### src/rtl/nwr_pkg.sv
// Shared definitions for the NWRITE traffic generator and receive checker.
package nwr_pkg;

    localparam logic [3:0] FTYPE_NWRITE = 4'h5;
    localparam logic [3:0] TTYPE_NWRITE = 4'h4;

    // Error codes; lower-numbered is not higher priority, the first one seen in a packet wins
    localparam logic [2:0] ERR_NONE       = 3'd0;
    localparam logic [2:0] ERR_NO_LAST    = 3'd1;
    localparam logic [2:0] ERR_EARLY_LAST = 3'd2;
    localparam logic [2:0] ERR_DATA       = 3'd3;
    localparam logic [2:0] ERR_KEEP       = 3'd4;
    localparam logic [2:0] ERR_TYPE       = 3'd5;
    localparam logic [2:0] ERR_SIZE       = 3'd6;

    typedef enum logic [1:0] {
        StIdle,
        StRecv,
        StDrain,
        StReport
    } nwr_state_e;

    // Expected tkeep on the final data beat; MSB is the first byte on the wire
    function automatic logic [7:0] last_keep(input logic [11:0] size_m1);
        logic [2:0] rem;
        logic [3:0] sh;
        rem = size_m1[2:0] + 3'd1;
        sh  = 4'd8 - {1'b0, rem};
        if (rem == 3'd0) begin
            return 8'hff;
        end
        return 8'hff << sh;
    endfunction

endpackage

### src/rtl/nwr_keep_calc.sv
// Expected beat count (size word + data beats) and last-beat tkeep for a given size_m1.
module nwr_keep_calc
    import nwr_pkg::*;
(
    input  logic [11:0] i_size_m1,
    output logic [12:0] o_exp_beats,
    output logic [7:0]  o_last_keep
);

    logic [12:0] w_bytes_p7;

    // (size_m1 + 1 + 7) / 8 data beats, plus the leading size beat
    assign w_bytes_p7  = {1'b0, i_size_m1} + 13'd8;
    assign o_exp_beats = 13'd1 + {3'd0, w_bytes_p7[12:3]};
    assign o_last_keep = last_keep(i_size_m1);

endmodule

### config.mk
export PLATFORM = sky130hd
export DESIGN_NAME = nwr_keep_calc
export DESIGN_NICKNAME = d
export VERILOG_FILES = /design/src/rtl/nwr_pkg.sv /design/src/rtl/nwr_keep_calc.sv
export SDC_FILE = /design/constraint.sdc
export NUM_CORES = 1
export LEC_CHECK = 0
export ABC_AREA = 1
export CAP_MARGIN = 20
export CELL_PAD_IN_SITES_DETAIL_PLACEMENT = 0
export CELL_PAD_IN_SITES_GLOBAL_PLACEMENT = 2
export CORE_UTILIZATION = 22
export DETAILED_ROUTE_END_ITERATION = 8
export GPL_TIMING_DRIVEN = 0
export PLACE_DENSITY_LB_ADDON = 0.1
export SYNTH_ARGS = -nofsm -noshare
export SYNTH_HDL_FRONTEND = slang
export SYNTH_SLANG_ARGS = --single-unit
### constraint.sdc
create_clock -name vclk -period 2.8
set_input_delay 0.28 -clock vclk [all_inputs]
set_output_delay 0.28 -clock vclk [all_outputs]
set_load 0.02 [all_outputs]
== Word level (Yosys, flattened, before mapping) ==
Cells that the tools add are included.

* Word-level logic and storage cells: 9
* Register bits: 0
* Input port bits: 12

* Shift operators: 1
* Add/subtract/negate cells: 4
* Reduce and logical (&&, ||, !) cells: 1
* Mux-type cells: 3

{| class="wikitable"
|+ Operators by type and width
! kind !! count
|-
| 8-bit 2-to-1 mux || 2
|-
| 12-bit by 4-bit adder with 13-bit output, second input constant || 1
|-
| 1-bit by 10-bit adder with 11-bit output, first input constant || 1
|-
| 8-bit by 4-bit left shift with 8-bit output, first input constant || 1
|-
| 4-bit by 3-bit subtractor with 4-bit output, first input constant || 1
|-
| 3-bit by 1-bit adder with 3-bit output, second input constant || 1
|-
| 3-bit zero test || 1
|-
| 1-bit 2-to-1 mux || 1
|}

== Logic depth before layout (Yosys ltp) ==
* Word-level depth: 4
* Gate-level depth with buffers: 10
* Depth with buffers taken out: 10

== Least setup slack after synthesis ==
No wires, ideal clock.

* Kind: input -> output
* Start point: input port i_size_m1[0]
* End point: output port o_last_keep[0]
* Setup slack: 0.779 ns
* Arrival time: 1.741 ns
* Path buffers: 0
* Stages on the path: 7
* Cell sequence: ha_1 ha_1 inv_1 ha_1 nor2_1 inv_1 o21ai_0

* Word-level cells in the longest chain between the ends: 4

{| class="wikitable"
|+ RTL lines
! element !! RTL line !! source
|-
| from (decl) || nwr_keep_calc.sv:5 || <nowiki>input logic [11:0] i_size_m1,</nowiki>
|-
| 3-bit by 1-bit adder with 3-bit output (*) || nwr_pkg.sv:27 || <nowiki>rem = size_m1[2:0] + 3'd1;</nowiki>
|-
| 4-bit by 3-bit subtractor with 4-bit output / 3-bit zero test (equally long branches) || nwr_pkg.sv:28, nwr_pkg.sv:29 ||
|-
| 8-bit by 4-bit left shift with 8-bit output / 1-bit 2-to-1 mux (equally long branches) || nwr_pkg.sv:32, nwr_pkg.sv:29 ||
|-
| 8-bit 2-to-1 mux (*) || nwr_pkg.sv:32 || <nowiki>return 8'hff << sh;</nowiki>
|-
| to (decl) || nwr_keep_calc.sv:7 || <nowiki>output logic [7:0] o_last_keep</nowiki>
|}

Every way passes the cells marked *; elsewhere a longest branch is shown, timed or not.

== Final worst setup path ==
* Start point: input port i_size_m1[0]
* End point: output port o_last_keep[5]

The elaborated chain is that of the path after synthesis.

==> reports/qor.txt <==
# clk buffers: 0
Worst vdd ir: 0.0000797 V
First-pass GRT wire length: 3.04 mm
Crit Path Max Fanout: 5
Final core utilization: 35.8%
Min-delay src: i_size_m1[5]
IO Count: 33
Status: complete, but fails checks
Combinational power share: 100.0%
Clock share of power: 0%
Fin Hold WS: 1230 ps
Post-synth top area share: 14.2%
Fin Setup TNS: 0 ps
Sequential cell count: 0
Drt pass-1 iters: 6
Vias in the first global route: 767
Remaining routing DRC violations: 2
Sequential share of power: 0%
Drt wl/cell: 9.34 µm
Port buffer count: 29
# diodes: 0
Grt ovf: 0
Placed Area: 1020 µm²
Final Max Tran Viols: 0
Ranking of synthesized cells by area: nand2_1, ha_1, inv_1
Initial Utilization: 24.0%
Die width: 57.8 µm
Ys Warns: 0
Die footprint: 3340 µm²
Hold path cells: 6
Vias: 765
Hold Path Class: primary input to primary output
Die extent in y: 57.8 µm
Worst endpoint required time: 2520 ps
Routed wire length: 1.67 mm
RSZ-0062 raised after global routing: no
Cell area after layout: 1020 µm²
Min cycle time layout: 2650 ps
Netlist cell types: 25
Period utilization: 94.6%
Maxcap violations: 0
Largest net degree at the start of global routing: 9
Final hold vios: 0
WS Path Type: primary input to primary output
Commonest non-fill, non-tap cell in the layout: nand2_1
Mapped Area: 686 µm²
Iter 0 DRT Violations: 15
Fmax: 377 MHz
Tot GR Track Use: 11.0%
Site Rows: 19
Area Growth Syn to Fin: 48.9%
Layout cells sized above 1: 19.6%
ANT nets after route: 0
Hold Buf Count CTS: 0
Net Switching: 112 µW
Sequential share of the synthesized area: 0%
Worst Hold End: o_exp_beats[6]
Commonest cells after routing, fill and taps aside: nand2_1, inv_1, clkdlybuf4s50_1
Reg area: 0 µm²
Core area: 2850 µm²
Worst EP arrival: 2370 ps
Pwr/cell area: 190 nW/µm²
Gpl congestion: 0.745
Cell count after synthesis: 117
Pint: 81.5 µW
Synth area leader: nand2_1
CP Launch Type: primary input
Syn Area/Cell: 5.86 µm²
Via density: 4.27
DP Wirelength: 1.58 mm
CP Capture Type: primary output
LEAKAGE: 0.522 nW
Violated checks: design-rule violations
# setup viols final: 0
Nets: 169
Initial antenna violation count: 0
Sw frac: 57.9%
layout make-up:
cell class | count | area, µm²
Fill cell | 329 | 1830
Inverter | 20 | 75.1
Timing Repair Buffer | 29 | 277
Multi-Input combinational cell | 94 | 589
Buffer | 5 | 41.3
Tap cell | 31 | 38.8
kinds of logic (layout without fill, tap and decap cells):
kind of cell	Yosys count	in the layout	synth area share, %
simple gates	66	66	50.7
buf+inv	25	54	17.0
compound gates	11	11	8.94
fa+ha+maj	7	7	12.8
xor+xnor	7	7	10.0
other cells	1	3	0.547
power by group through the flow:
stage	registers [mW]	logic [mW]	clock network [mW]
after floorplan	0	0.118	0
after global placement	0	0.206	0
after detailed placement	0	0.207	0
after CTS	0	0.196	0
after global routing	0	0.213	0
final	0	0.194	0
how the worst max path moves through the flow:
stage,startpoint,to,slack [ps],depth (start not counted)
final,i_size_m1[0],o_last_keep[5],150,8
after global placement,i_size_m1[3],o_exp_beats[9],-260,10
after floorplan,i_size_m1[0],o_last_keep[0],780,7
after global routing,i_size_m1[0],o_last_keep[5],3,8
after detailed placement,i_size_m1[3],o_exp_beats[9],-250,10
after CTS,i_size_m1[4],o_exp_beats[6],20,10
synth_stat cells, drive strengths merged (2+ instances only):
cell   count
nand3     11
nor2      16
ha         7
nand2     33
inv       20
nand4      4
xnor2      2
buf        5
o21ai      9
xor2       5
critical path, stage by stage:
cell             delay, ps
clkdlybuf4s50_1        490
ha_1                   270
ha_1                   310
nor3_2                 280
nor2_1                 100
nor2_1                 180
o21ai_0                130
dlygate4sd2_1          340
per-layer routing:
layer / global-route usage [%] / wire length (µm)
met1: 12.8 / 723
met2: 23.0 / 911
met3: 0.223 / 35
met4: 0.340 / 0
met5: 0 / 0
through the flow:
step	instances	setup WS, ps	total power, mW
after global placement	179	-255	0.206
after detailed placement	179	-249	0.207
after floorplan	119	779	0.118
final	179	151	0.194
after global routing	179	2.66	0.213
after CTS	179	21.9	0.196
repair_timing:
item / CTS / global route
resized for setup: 9 / 9
setup buffers: 0 / 0
setup endpoints to repair: 12 / 6
Power figures use the tool's default switching activity.
